### src/rtl/shift_add_multiplier.sv
// shift_add_multiplier: sequential shift-add multiplier, WIDTH x WIDTH -> 2*WIDTH.
// The product is built in {X, A, B} over 2*WIDTH cycles: one ADD and one SHIFT per multiplier bit.
// Optional feature macro: MULT_UNSIGNED_MODE_EN adds a Mode port (1 = signed, 0 = unsigned).
// Without the macro the block is always signed two's complement.
module shift_add_multiplier #(
    parameter int WIDTH = 8
) (
    input  logic             Clk,
    input  logic             Reset,
    input  logic             ClearA_LoadB,
    input  logic             Run,
    input  logic [WIDTH-1:0] S,
`ifdef MULT_UNSIGNED_MODE_EN
    input  logic             Mode,
`endif
    output logic [WIDTH-1:0] Aval,
    output logic [WIDTH-1:0] Bval,
    output logic             X,
    output logic             Busy,
    output logic             Done
);

    localparam int CW = (WIDTH > 1) ? $clog2(WIDTH) : 1;

    typedef enum logic [1:0] {
        ST_IDLE  = 2'd0,
        ST_ADD   = 2'd1,
        ST_SHIFT = 2'd2,
        ST_DONE  = 2'd3
    } state_t;

    state_t           state, state_d;
    logic [CW-1:0]    cnt;
    logic [WIDTH-1:0] a_reg, b_reg;
    logic             x_reg;
    logic             signed_mode;
    logic             last;
    logic [WIDTH:0]   a_ext, s_ext, sum;

`ifdef MULT_UNSIGNED_MODE_EN
    assign signed_mode = Mode;
`else
    assign signed_mode = 1'b1;
`endif

    assign last = (cnt == CW'(WIDTH - 1));

    // Partial-product adder: WIDTH+1 bits wide so X captures sign (signed) or carry (unsigned).
    // The final signed iteration subtracts because the multiplier MSB carries negative weight.
    always_comb begin
        a_ext = signed_mode ? {a_reg[WIDTH-1], a_reg} : {1'b0, a_reg};
        s_ext = signed_mode ? {S[WIDTH-1], S}         : {1'b0, S};
        sum   = (signed_mode && last) ? (a_ext - s_ext) : (a_ext + s_ext);
    end

    // State register
    always_ff @(posedge Clk or negedge Reset) begin
        if (!Reset) state <= ST_IDLE;
        else        state <= state_d;
    end

    // Next-state logic; ClearA_LoadB has priority over Run in IDLE
    always_comb begin
        state_d = state;
        case (state)
            ST_IDLE:  if (!ClearA_LoadB && Run) state_d = ST_ADD;
            ST_ADD:   state_d = ST_SHIFT;
            ST_SHIFT: state_d = last ? ST_DONE : ST_ADD;
            ST_DONE:  if (!Run) state_d = ST_IDLE;
            default:  state_d = ST_IDLE;
        endcase
    end

    // Datapath: A/B/X registers and iteration counter
    always_ff @(posedge Clk or negedge Reset) begin
        if (!Reset) begin
            a_reg <= '0;
            b_reg <= '0;
            x_reg <= 1'b0;
            cnt   <= '0;
        end else begin
            case (state)
                ST_IDLE: begin
                    if (ClearA_LoadB) begin
                        a_reg <= '0;
                        x_reg <= 1'b0;
                        b_reg <= S;
                    end else if (Run) begin
                        // B is kept so back-to-back multiplies chain on the previous low half
                        a_reg <= '0;
                        x_reg <= 1'b0;
                        cnt   <= '0;
                    end
                end
                ST_ADD: begin
                    if (b_reg[0]) {x_reg, a_reg} <= sum;
                end
                ST_SHIFT: begin
                    a_reg <= {x_reg, a_reg[WIDTH-1:1]};
                    b_reg <= {a_reg[0], b_reg[WIDTH-1:1]};
                    x_reg <= signed_mode ? x_reg : 1'b0;
                    cnt   <= cnt + CW'(1);
                end
                default: ;
            endcase
        end
    end

    assign Aval = a_reg;
    assign Bval = b_reg;
    assign X    = x_reg;
    assign Busy = (state == ST_ADD) || (state == ST_SHIFT);
    assign Done = (state == ST_DONE);

endmodule

### config.mk
export PLATFORM = sky130hd
export DESIGN_NAME = shift_add_multiplier
export DESIGN_NICKNAME = d
export VERILOG_FILES = /design/src/rtl/shift_add_multiplier.sv
export SDC_FILE = /design/constraint.sdc
export NUM_CORES = 1
export LEC_CHECK = 0
export BUFFER_PORTS_ARGS = -buffer_cell sky130_fd_sc_hd__clkbuf_2
export CAP_MARGIN = 20
export CORE_MARGIN = 1.5
export CORE_UTILIZATION = 55
export CTS_BUF_LIST = sky130_fd_sc_hd__clkbuf_4 sky130_fd_sc_hd__clkbuf_8 sky130_fd_sc_hd__clkbuf_16
export DETAILED_ROUTE_END_ITERATION = 10
export HOLD_SLACK_MARGIN = 0.03
export PLACE_DENSITY_LB_ADDON = 0.12
export SYNTH_ARGS = -nofsm -noshare
export SYNTH_HDL_FRONTEND = slang
export SYNTH_SLANG_ARGS = --single-unit
export TNS_END_PERCENT = 50
### constraint.sdc
create_clock -name Clk -period 2.8 [get_ports Clk]
set_input_delay 0.28 -clock Clk [delete_from_list [all_inputs] [get_ports Clk]]
set_output_delay 0.28 -clock Clk [all_outputs]
set_load 0.05 [all_outputs]
== Word-level counts from Yosys, hierarchy flattened ==
Index checks and enable logic that the tools add are counted.
Word-level totals
  register bits: 22
  input bits: 12
  output and inout port bits: 19
  word-level logic and storage cells: 49
Cells by class
  add/subtract/negate cells: 3
  equality and inequality tests: 11
  multiplexer cells: 18
  reduce and logical (&&, ||, !) cells: 12
Operator list (number)
  8-bit 2-to-1 mux: 4
  8-bit one-hot mux with 3 select lines: 1
  8-bit one-hot mux with 2 select lines: 1
  2-bit inequality test, second input constant: 6
  8-bit by 8-bit adder with 9-bit output: 1
  9-bit 2-to-1 mux: 1
  3-bit AND reduction: 3
  8-bit by 8-bit subtractor with 9-bit output: 1
  2-bit one-hot mux with 4 select lines: 1
  2-bit 2-to-1 mux: 3
  3-bit 2-to-1 mux: 2
  3-bit one-hot mux with 2 select lines: 1
  2-bit equality test, second input constant: 2
  2-bit AND reduction: 2
  2-bit nonzero test: 2
  3-bit by 1-bit adder with 3-bit output, second input constant: 1
  3-bit equality test, second input constant: 1
  1-bit 2-to-1 mux: 3
  3-bit inequality test, second input constant: 1
  3-bit nonzero test: 1
  2-bit by 1-bit equality test with 1-bit output, second input constant: 1
  2-bit zero test: 1
  1-bit one-hot mux with 2 select lines: 1
  1-bit logical AND: 1
  2 further kinds: 2

== Depth between registers and ports, before layout ==
Gate-level depths: netlist of run 1.
  word-level depth: 4
  gate-level depth with buffers: 11
  gate-level depth less buffers: 11

== Least setup slack after synthesis of run 1 ==
No wires, ideal clock.
  path type: reg2reg
  from: reg cnt[0]
  to: reg a_reg[7], in the netlist Aval[7]
  data arrival time: 2.263 ns
  data required time: 2.673 ns
  slack: 0.410 ns
  cell stages (with the launch flop): 11
  buffers on the path: 1
  path through: dfrtp_1 ha_1 ha_1 buf_2 mux2i_1 ha_1 nor2b_1 o31a_1 o32ai_1 xor2_1 o22ai_1
Between the ends
  word-level cells in the longest chain between the ends: 4
RTL lines
  start: declaration: line 33  | logic [CW-1:0] cnt;
  start signal: assignment: line 102  | cnt <= cnt + CW'(1);
  3-bit equality test: line 46  | assign last = (cnt == CW'(WIDTH - 1));
  9-bit 2-to-1 mux: line 53  | sum = (signed_mode && last) ? (a_ext - s_ext) : (a_ext + s_ext);
  8-bit 2-to-1 mux: line 96  | if (b_reg[0]) {x_reg, a_reg} <= sum;
  8-bit one-hot mux with 3 select lines: line 82  | case (state)
  end signal: assignment: line 96
  end signal: assignment: line 99  | a_reg <= {x_reg, a_reg[WIDTH-1:1]};
  end: declaration: line 34  | logic [WIDTH-1:0] a_reg, b_reg;
No other way between the ends. The select of a mux whose other input is x is not followed.
A chain may end at the register's enable or synchronous reset.

== Worst setup path after layout of run 1 ==
Ends and elaborated chain as after synthesis.

==> results.py, run 1 <==
metrics = {
    "power": {
        "power.density_nw_per_um2": 1340,
        "seq_pwr_share": 0.252,
        "cellLeakagePower_nw": 0.848,
        "clock_power_share": 0.072,
        "combPwrFrac": 0.676,
        "max-vdd-ir-drop_uv": 1040,
        "cellInternalPower_mw": 1.06,
        "p_switching_mw": 1.39,
        "swShare": 0.566,
    },
    "route": {
        "drt_iter0_markers": 71,
        "via_per_inst": 6.26,
        "via_count": 1520,
        "wl_per_cell_um": 16.2,
        "first_pass_iters": 6,
        "drtAntennaViolNets": 0,
        "drc_errors": 0,
        "postRouteWirelength_mm": 3.93,
    },
    "global_routing": {
        "antenna_violations_before_repair": 0,
        "grt_overflow": 0,
        "globalRouteTotalUtil": 0.247,
        "grt_max_degree": 23,
        "global_route_wire_length_before_repair_mm": 6.32,
        "number_of_global_route_vias_before_repair": 1380,
    },
    "clocking": {
        "cts_tree": "yes",
        "clk_root_buffer_cell": "sky130_fd_sc_hd__clkbuf_4",
        "clkSinkCount": 22,
        "clk_latency_worst_skew_pair_ns": 0.31,
        "clock_tree.buffer_depth": 2,
        "ctsHtreeMaxLevel": 1,
        "clk_pin_slew_ns": 0.12,
        "number_of_buffers_created_by_cts": 3,
        "post-cts-setup-buffers": 0,
    },
    "sta": {
        "finalWorstPathRequiredPeriod_ns": 2.64,
        "slew-limit-headroom": 0.580,
        "number_of_endpoints_with_negative_hold_slack_in_the_final_report": 0,
        "setup_repair_after_global_routing_missed_its_margin": "false",
        "post_route_clock_period_utilization": 0.942,
        "setup_violations": 0,
        "finalMaxSlewViolations": 0,
        "timing.setup.tns_ns": 0,
        "worst_pin_slew_ns": 0.629,
        "skew_ns": 0.0108,
        "fmax_mhz": 379,
    },
    "yosys": {
        "seq_cells_post_synth": 22,
        "synth_nets": 211,
        "synth-async-reset-ratio": 1.00,
        "post_synth.cell_area_avg_um2": 8.82,
        "yosys.cell_types.count": 41,
        "cell_area_after_synthesis_um2": 1610,
        "number_of_enable_type_register_cells_in_the_synthesized_netlist": 0,
        "warning_count_from_the_yosys_run": 0,
        "synth.yosys.seq_area_share": 0.343,
        "synthDominantAreaCellType": "sky130_fd_sc_hd__dfrtp_1",
        "synthTopCellsByArea": "sky130_fd_sc_hd__dfrtp_1, sky130_fd_sc_hd__ha_1, sky130_fd_sc_hd__o22ai_1",
        "post_synth_inst_count": 182,
        "ys.flop_type": "sky130_fd_sc_hd__dfrtp_1",
        "synth_top_cell_area_share": 0.343,
    },
    "status": {
        "status": "finished clean",
    },
    "die": {
        "ioPinCount": 31,
        "die_w_um": 57.0,
        "rows": 19,
        "fp.dieH_um": 57.0,
        "floorplan.die_area_um2": 3250,
        "design.core.area_um2": 2760,
        "initial_core_utilization": 0.582,
    },
    "cells_and_area": {
        "area.sequential_um2": 551,
        "nets": 242,
        "count_of_filler_cells_inserted_in_the_layout": 248,
        "antenna-diode-count": 0,
        "fin_cells": 243,
        "syn_to_final_growth_pct": 13.8,
        "drive_above_1_share": 0.184,
        "combined_area_of_the_multi_input_logic_cells_um2": 996,
    },
    "critical_path": {
        "worst-endpoint-arrival_ns": 2.83,
        "path_max_fanout": 9,
        "timing.critical_path.from_type": "flop",
        "critical_path.endpoint_type": "flop",
        "crit_required_ns": 2.99,
        "worst-setup-path-type": "flop to flop",
    },
    "placed_design": {
        "dp.final_hpwl_mm": 2.97,
        "place.port_buffers": 30,
        "cell_count_after_placement": 238,
        "place.gp.congestion": 0.865,
    },
    "run": {
        "cap_violations": 0,
    },
    "worst_hold_path": {
        "hold_path_class": "input pin to flop",
    },
}
## placed cells by master (no fill, tap or decap), types with 2 or more instances in the layout
cell                        n
sky130_fd_sc_hd__a31oi_1    5
sky130_fd_sc_hd__o21a_1     5
sky130_fd_sc_hd__o21ai_1    8
sky130_fd_sc_hd__nand3_1    3
sky130_fd_sc_hd__nor2_1    12
sky130_fd_sc_hd__o21bai_1   2
sky130_fd_sc_hd__ha_1      15
sky130_fd_sc_hd__clkbuf_2  30
sky130_fd_sc_hd__dfrtp_1   22
sky130_fd_sc_hd__a22oi_1    2
sky130_fd_sc_hd__nand2_1   12
sky130_fd_sc_hd__mux2i_1    2
sky130_fd_sc_hd__xnor2_1    7
sky130_fd_sc_hd__a211oi_1   2
sky130_fd_sc_hd__o21ai_0    6
sky130_fd_sc_hd__nor3_1     3
sky130_fd_sc_hd__inv_1      9
sky130_fd_sc_hd__o22ai_1   19
sky130_fd_sc_hd__a32o_1     2
sky130_fd_sc_hd__xor2_1     5
sky130_fd_sc_hd__clkbuf_4   3
sky130_fd_sc_hd__nand2b_1   2
sky130_fd_sc_hd__a21oi_1   14
## power groups by stage
stage	registers [mW]	logic [mW]	clock network, mW
final	0.618	1.66	0.177
after global placement	0.611	1.59	0
after floorplan	0.949	0.936	0
after global routing	0.643	1.78	0.191
after detailed placement	0.623	1.64	0
after CTS	0.617	1.65	0.183
## critical path: stages (launching register included)
cell	delay [ns]
sky130_fd_sc_hd__dfrtp_1	0.40
sky130_fd_sc_hd__ha_1	0.17
sky130_fd_sc_hd__ha_2	0.28
sky130_fd_sc_hd__mux2i_1	0.34
sky130_fd_sc_hd__ha_1	0.29
sky130_fd_sc_hd__nor2b_1	0.14
sky130_fd_sc_hd__o31a_1	0.28
sky130_fd_sc_hd__o32ai_1	0.32
sky130_fd_sc_hd__xor2_1	0.20
sky130_fd_sc_hd__o22ai_1	0.10
## routing by layer
| metal | up-vias | routed length (um) | share of wire | track usage |
|---|---|---|---|---|
| met2 | 63 | 2000 | 0.51 | 0.432 |
| met5 | - | 0 | 0 | 0 |
| li1 | 733 | - | - | - |
| met3 | 6 | 225 | 0.057 | 0.0227 |
| met4 | 0 | 44 | 0.011 | 0.0698 |
| met1 | 718 | 1650 | 0.42 | 0.327 |
## per-stage QoR
step | util | worst slack [ns] | hold WS [ns] | area [um2] | power (mW)
after floorplan | - | 0.410 | -0.0156 | 1610 | 1.89
after global placement | 0.645 | 0.292 | 0.283 | 1780 | 2.20
after detailed placement | 0.645 | 0.100 | 0.293 | 1780 | 2.26
after CTS | 0.662 | 0.0810 | 0.287 | 1820 | 2.45
after global routing | 0.662 | 0.0757 | 0.321 | 1830 | 2.62
final | 0.662 | 0.161 | 0.320 | 1830 | 2.45
## cells in the mapped netlist, types with 2 or more instances
cell	instances
sky130_fd_sc_hd__mux2i_1	2
sky130_fd_sc_hd__a22oi_1	2
sky130_fd_sc_hd__o22ai_1	19
sky130_fd_sc_hd__a21oi_1	14
sky130_fd_sc_hd__nand2_1	12
sky130_fd_sc_hd__o21ai_1	8
sky130_fd_sc_hd__inv_1	9
sky130_fd_sc_hd__xor2_1	5
sky130_fd_sc_hd__a31oi_1	5
sky130_fd_sc_hd__a211oi_1	2
sky130_fd_sc_hd__xnor2_1	7
sky130_fd_sc_hd__dfrtp_1	22
sky130_fd_sc_hd__nand3_1	3
sky130_fd_sc_hd__o21a_1	5
sky130_fd_sc_hd__a32o_1	2
sky130_fd_sc_hd__nand2b_1	2
sky130_fd_sc_hd__clkbuf_1	5
sky130_fd_sc_hd__nor3_1	3
sky130_fd_sc_hd__o21ai_0	6
sky130_fd_sc_hd__o21bai_1	2
sky130_fd_sc_hd__nor2_1	12
sky130_fd_sc_hd__ha_1	16
## layout make-up
cell class / instances / area share
Timing Repair Buffer: 32 / 0.0918
Multi-Input combinational cell: 144 / 0.545
Tap cell: 31 / 0.0212
Inverter: 10 / 0.0205
Sequential cell: 22 / 0.301
Clock buffer: 4 / 0.0199
## cell families (layout without fill, tap and decap cells)
family / after synthesis / in the layout / share of synthesized area
XOR/XNOR: 12 / 12 / 0.0655
AND/OR/NAND/NOR: 40 / 40 / 0.116
flip-flops: 22 / 22 / 0.343
buffers and inverters: 16 / 46 / 0.0382
AO/OA/AOI/OAI: 73 / 73 / 0.288
adder cells (fa/ha/maj): 17 / 17 / 0.137
multiplexers: 2 / 2 / 0.0125
## registers in the layout (all words and copies together), names as in the netlist
name	cells
cnt	3
state	2
X	1
Aval	8
Bval	8
## repair_timing
item / CTS / global route
endpoints found under the hold margin: 22 / 0
endpoints found under the setup margin: 0 / 1
resized for setup: 0 / 1
hold buffers: 1 / 0
## path summary, 6_finish.rpt
check | slack [ns] | to | cells past startpoint | startpoint
worst max-delay path | 0.16 | Aval[7]$_DFFE_PN0P_ | 9 | cnt[0]$_DFFE_PN0P_
worst min-delay path | 0.32 | state[0]$_DFFE_PN0P_ | 3 | Run
worst max register to register | 0.16 | Aval[7]$_DFFE_PN0P_ | 9 | cnt[0]$_DFFE_PN0P_
worst min register to register | 0.50 | cnt[0]$_DFFE_PN0P_ | 1 | cnt[0]$_DFFE_PN0P_
max in group asynchronous | 1.96 | state[1]$_DFFE_PN0P_ | 2 | Reset
min in group asynchronous | 0.47 | Aval[2]$_DFFE_PN0P_ | 2 | Reset
No activity file was read; power rests on OpenSTA's default activity.
==> run 2: changes to the inputs <==
- clock period: 2.8 -> 3 ns (I/O delays scaled with it)
==> run 2 against run 1 <==
Routed wire length decreased by 4.1%; via count decreased by 0.53%; count of clock-buffer cells in the layout unchanged; setup slack improved by 0.19 ns.
==> results.py, run 2 (synthesized netlist as in run 1, its figures left out) <==
metrics = {
    "critical_path": {
        "crit_required_ns": 3.23,
        "crit_path_max_incr_delay_ns": 0.39,
        "cp_slowest_cell": "sky130_fd_sc_hd__dfrtp_1",
        "worst-setup-path-type": "flop to flop",
        "timing.critical_path.cells": "ha_1 > ha_1 > mux2i_1 > ha_1 > nor2b_1 > o31a_1 > o21a_1 > o21a_1 > o31ai_1",
        "timing.critical_path.from_type": "flop",
        "critical_path.endpoint_type": "flop",
        "path_max_fanout": 9,
        "worst_path_most_repeated_cell": "sky130_fd_sc_hd__ha_1",
        "worst-endpoint-arrival_ns": 2.87,
    },
    "global_routing": {
        "global_route_wire_length_before_repair_mm": 6.24,
        "globalRouteTotalUtil": 0.242,
        "number_of_global_route_vias_before_repair": 1405,
        "met3_grt_util": 0.0227,
        "grt_max_degree": 23,
        "antenna_violations_before_repair": 0,
        "globalRouteMet1Util": 0.319,
        "grt.met2_usage": 0.411,
        "grt_overflow": 0,
        "top_usage_layer": "met2",
    },
    "sta": {
        "post_route_clock_period_utilization": 0.883,
        "fmax_mhz": 378,
        "skew_ns": 0.00755,
        "timing.setup.tns_ns": 0,
        "slew-limit-headroom": 0.588,
        "finalMaxSlewViolations": 0,
        "setup_repair_after_global_routing_missed_its_margin": "false",
        "number_of_endpoints_with_negative_hold_slack_in_the_final_report": 0,
        "setup_violations": 0,
        "finalWorstPathRequiredPeriod_ns": 2.65,
        "worst_pin_slew_ns": 0.617,
    },
    "clocking": {
        "post_cts_resize_count": 0,
        "ctsHtreeMaxLevel": 1,
        "clk_root_buffer_cell": "sky130_fd_sc_hd__clkbuf_4",
        "cts_tree": "yes",
        "clkSinkCount": 22,
        "number_of_buffers_created_by_cts": 3,
        "clk_latency_worst_skew_pair_ns": 0.31,
        "clock_tree.buffer_depth": 2,
        "clk_pin_slew_ns": 0.13,
    },
    "placed_design": {
        "dp.final_hpwl_mm": 2.89,
        "placed_area_um2": 1780,
        "cell_count_after_placement": 238,
        "place.port_buffers": 30,
        "place.gp.congestion": 0.818,
    },
    "die": {
        "design.core.area_um2": 2760,
        "rows": 19,
        "floorplan.die_area_um2": 3250,
        "initial_core_utilization": 0.582,
        "ioPinCount": 31,
        "fp.dieH_um": 57.0,
        "die_w_um": 57.0,
    },
    "power": {
        "cellLeakagePower_nw": 0.851,
        "max-vdd-ir-drop_uv": 956,
        "power.density_nw_per_um2": 1250,
        "design_power_total_mw": 2.28,
    },
    "route": {
        "drtAntennaViolNets": 0,
        "drt_iter0_markers": 58,
        "postRouteWirelength_mm": 3.76,
        "drc_errors": 0,
        "via_per_inst": 6.22,
        "wl_per_cell_um": 15.5,
        "via_count": 1512,
        "first_pass_iters": 4,
    },
    "cells_and_area": {
        "layout.cells.most_common_list": "sky130_fd_sc_hd__clkbuf_2, sky130_fd_sc_hd__dfrtp_1, sky130_fd_sc_hd__o22ai_1",
        "commonest_non_fill_non_tap_cell_in_the_layout": "sky130_fd_sc_hd__clkbuf_2",
        "combined_area_of_the_multi_input_logic_cells_um2": 993,
        "postLayoutCoreUtil": 0.662,
        "fin_cells": 243,
        "drive_above_1_share": 0.179,
        "area.sequential_um2": 551,
        "count_of_filler_cells_inserted_in_the_layout": 240,
        "antenna-diode-count": 0,
        "nets": 242,
        "final_area_um2": 1820,
        "syn_to_final_growth_pct": 13.6,
    },
    "status": {
        "status": "finished clean",
    },
    "run": {
        "cap_violations": 0,
    },
    "worst_hold_path": {
        "hold_path_class": "input pin to flop",
    },
}
==> run 2: changes by cell type in the layout (fill, tap and decap cells not counted) <==
cell and delta:
sky130_fd_sc_hd__ha_2 -1, sky130_fd_sc_hd__ha_1 +1
==> run 2: path summary, 6_finish.rpt <==
path	from	end	slack, ns	depth (start not counted)
setup / recovery	cnt[0]$_DFFE_PN0P_	Aval[5]$_DFFE_PN0P_	0.35	9
min in group asynchronous	Reset	Aval[2]$_DFFE_PN0P_	0.49	2
hold reg to reg	cnt[0]$_DFFE_PN0P_	cnt[0]$_DFFE_PN0P_	0.49	1
setup reg to reg	cnt[0]$_DFFE_PN0P_	Aval[5]$_DFFE_PN0P_	0.35	9
max in group asynchronous	Reset	Bval[7]$_DFFE_PN0P_	2.14	2
hold / removal	S[0]	Bval[0]$_DFFE_PN0P_	0.32	3
==> run 2: per-layer routing <==
metal  vias up  wire (um)  part of all wire
li1        738          -                 -
met3         4        199             0.053
met4         0         32            0.0085
met2        54       1850              0.49
met5         -          0                 0
met1       716       1680              0.45
==> run 2: worst max-delay path, delay by kind of cell (launching register included) <==
family,cells,cell delay [ns]
AO/OA/AOI/OAI,4,0.85
adder cells (fa/ha/maj),3,0.81
flip-flops,1,0.39
multiplexers,1,0.38
AND/OR/NAND/NOR,1,0.14
==> run 2: area by class of cell <==
| type | count | area share |
|---|---|---|
| multi-input cells | 144 | 0.545 |
| flip-flops and latches | 22 | 0.302 |
| repair buffers | 32 | 0.0919 |
| well taps | 31 | 0.0213 |
| inverters | 10 | 0.0206 |
| clock buffers | 4 | 0.0199 |
==> run 2: through the flow <==
stage | worst slack, ns | hold WS [ns]
5_1_grt | 0.197 | 0.325
4_1_cts | 0.345 | 0.309
2_1_floorplan | 0.610 | 0.00441
3_3_place_gp | 0.424 | 0.305
3_5_place_dp | 0.385 | 0.313
6_report | 0.352 | 0.316
==> run 2: power by group <==
group | internal [mW] | leakage (nW) | switching [mW]
sequential | 0.429 | 0.269 | 0.151
combinational | 0.489 | 0.561 | 1.04
clock | 0.0741 | 0.0210 | 0.0952
==> run 2: timing repair <==
item,CTS,global route
setup buffers,0,0
hold buffers,1,0
hold endpoints to repair,22,0
==> run 3: changes to the inputs <==
- CORE_MARGIN: 1.5 -> 3
- CTS_BUF_LIST: sky130_fd_sc_hd__clkbuf_4 sky130_fd_sc_hd__clkbuf_8 sky130_fd_sc_hd__clkbuf_16 -> unset
==> run 3 against run 2 <==
Count of clock-buffer cells in the layout unchanged; total power is 0.74% higher; first-iteration DRC count shrank 10%; non-clock buffer count did not move; fmax decreased by 2.5%; largest cell class unchanged; highest routed layer unchanged; core utilization up 3.6 points; cell count shrank 0.41%; sequential share of layout area hardly changed; largest power group unchanged; clock power about the same; routed wire length increased by 1.1%; die area up 11%; global-route usage shrank 1.2 points; critical endpoint is now Aval[7]$_DFFE_PN0P_.
==> results.py, run 3 (synthesized netlist as in run 1, its figures left out) <==
metrics = {
    "cells_and_area": {
        "final_area_um2": 1820,
        "syn_to_final_growth_pct": 13.6,
        "fin_cells": 242,
        "postLayoutCoreUtil": 0.698,
        "nets": 242,
        "count_of_filler_cells_inserted_in_the_layout": 210,
        "drive_above_1_share": 0.179,
        "layout.cells.most_common_list": "sky130_fd_sc_hd__clkbuf_2, sky130_fd_sc_hd__dfrtp_1, sky130_fd_sc_hd__o22ai_1",
        "commonest_non_fill_non_tap_cell_in_the_layout": "sky130_fd_sc_hd__clkbuf_2",
        "antenna-diode-count": 0,
    },
    "sta": {
        "slew-limit-headroom": 0.631,
        "finalMaxSlewViolations": 0,
        "worst_pin_slew_ns": 0.553,
        "setup_repair_after_global_routing_missed_its_margin": "false",
        "timing.setup.tns_ns": 0,
        "fmax_mhz": 368,
        "post_route_clock_period_utilization": 0.905,
        "number_of_endpoints_with_negative_hold_slack_in_the_final_report": 0,
        "skew_ns": 0.00210,
        "setup_violations": 0,
        "finalWorstPathRequiredPeriod_ns": 2.72,
    },
    "critical_path": {
        "worst-setup-path-type": "flop to flop",
        "cp_slowest_cell": "sky130_fd_sc_hd__dfrtp_1",
        "worst_path_most_repeated_cell": "sky130_fd_sc_hd__ha_1",
        "timing.critical_path.from_type": "flop",
        "critical_path.endpoint_type": "flop",
        "path_max_fanout": 9,
        "crit_path_max_incr_delay_ns": 0.40,
        "crit_required_ns": 3.21,
        "worst-endpoint-arrival_ns": 2.93,
        "timing.critical_path.cells": "ha_1 > ha_1 > mux2i_1 > ha_1 > nor2b_1 > o31a_1 > o32ai_1 > xor2_1 > o22ai_1",
    },
    "route": {
        "via_per_inst": 6.42,
        "drc_errors": 0,
        "wl_per_cell_um": 15.7,
        "postRouteWirelength_mm": 3.80,
        "drtAntennaViolNets": 0,
        "first_pass_iters": 4,
        "via_count": 1553,
        "drt_iter0_markers": 52,
    },
    "clocking": {
        "clkSinkCount": 22,
        "cts_tree": "yes",
        "clock_tree.buffer_depth": 2,
        "clk_latency_worst_skew_pair_ns": 0.31,
        "number_of_buffers_created_by_cts": 3,
        "ctsHtreeMaxLevel": 1,
        "post-cts-setup-buffers": 0,
        "post_cts_resize_count": 0,
        "clk_pin_slew_ns": 0.13,
        "cts-hold-fix-buffers": 1,
        "clk_root_buffer_cell": "sky130_fd_sc_hd__clkbuf_4",
    },
    "placed_design": {
        "dp.final_hpwl_mm": 2.95,
        "place.port_buffers": 30,
        "cell_count_after_placement": 237,
        "placed_area_um2": 1780,
        "place.gp.congestion": 0.851,
    },
    "die": {
        "design.core.area_um2": 2610,
        "floorplan.die_area_um2": 3600,
        "ioPinCount": 31,
        "die_w_um": 60.0,
        "initial_core_utilization": 0.614,
        "fp.dieH_um": 60.0,
        "rows": 18,
    },
    "power": {
        "power.density_nw_per_um2": 1260,
        "cellInternalPower_mw": 0.992,
        "cellLeakagePower_nw": 0.851,
        "clock_power_share": 0.075,
        "swShare": 0.567,
        "combPwrFrac": 0.670,
        "seq_pwr_share": 0.255,
        "p_switching_mw": 1.30,
        "max-vdd-ir-drop_uv": 872,
    },
    "status": {
        "status": "finished clean",
    },
    "run": {
        "cap_violations": 0,
    },
    "global_routing": {
        "grt_overflow": 0,
        "grt_max_degree": 23,
        "number_of_global_route_vias_before_repair": 1412,
        "global_route_wire_length_before_repair_mm": 6.33,
        "antenna_violations_before_repair": 0,
        "globalRouteTotalUtil": 0.230,
    },
    "worst_hold_path": {
        "hold_path_class": "input pin to flop",
    },
}
-- run 3: cell counts in the layout (fill, tap and decap cells not counted) --
No cell type changed its count.
-- run 3: power by group through the flow --
stage	Sequential [mW]	Clock (mW)	Combinational (mW)
floorplan	0.886	0	0.873
global placement	0.573	0	1.48
detailed placement	0.589	0	1.52
CTS	0.582	0.173	1.52
global route	0.607	0.185	1.67
finish	0.585	0.172	1.54
-- run 3: critical path, delay by kind of cell (launching register included) --
family	cells	cell delay (ns)
AOI/OAI and AO/OA	3	0.68
xor gates and xnor gates	1	0.22
adders and majority gates	3	0.79
DFF	1	0.40
muxes	1	0.39
and+or+nand+nor	1	0.14
-- run 3: area by class of cell --
cell class / count / area (um2) / share of cell area
multi-input combinational: 144 / 993 / 0.545
sequential: 22 / 551 / 0.302
timing repair buffer: 32 / 168 / 0.0920
inverter: 10 / 37.5 / 0.0206
tap: 30 / 37.5 / 0.0206
clock buffer: 4 / 36.3 / 0.0199
-- run 3: per-layer routing --
metal  GRT usage  share of wire  vias to the layer above
met5           0              0                        -
met4       0.101          0.018                        0
met3      0.0281          0.071                       14
met2       0.369           0.47                       81
met1       0.307           0.44                      724
li1            -              -                      734
-- run 3: worst paths after layout --
path                                     from                   end  slack, ns  cells past startpoint
max                        cnt[0]$_DFFE_PN0P_   Aval[7]$_DFFE_PN0P_       0.28                      9
min                                       Run  state[0]$_DFFE_PN0P_       0.32                      3
max reg2reg                cnt[0]$_DFFE_PN0P_   Aval[7]$_DFFE_PN0P_       0.28                      9
min reg2reg                cnt[0]$_DFFE_PN0P_    cnt[0]$_DFFE_PN0P_       0.50                      1
max in group asynchronous               Reset   Bval[0]$_DFFE_PN0P_       2.16                      2
min in group asynchronous               Reset   Aval[6]$_DFFE_PN0P_       0.48                      2
-- run 3: through the flow --
stage	total power, mW	hold slack (ns)	worst slack, ns
final	2.29	0.316	0.284
after global routing	2.46	0.322	0.110
after CTS	2.28	0.315	0.322
after detailed placement	2.11	0.312	0.356
after global placement	2.06	0.306	0.473
after floorplan	1.76	0.00441	0.610
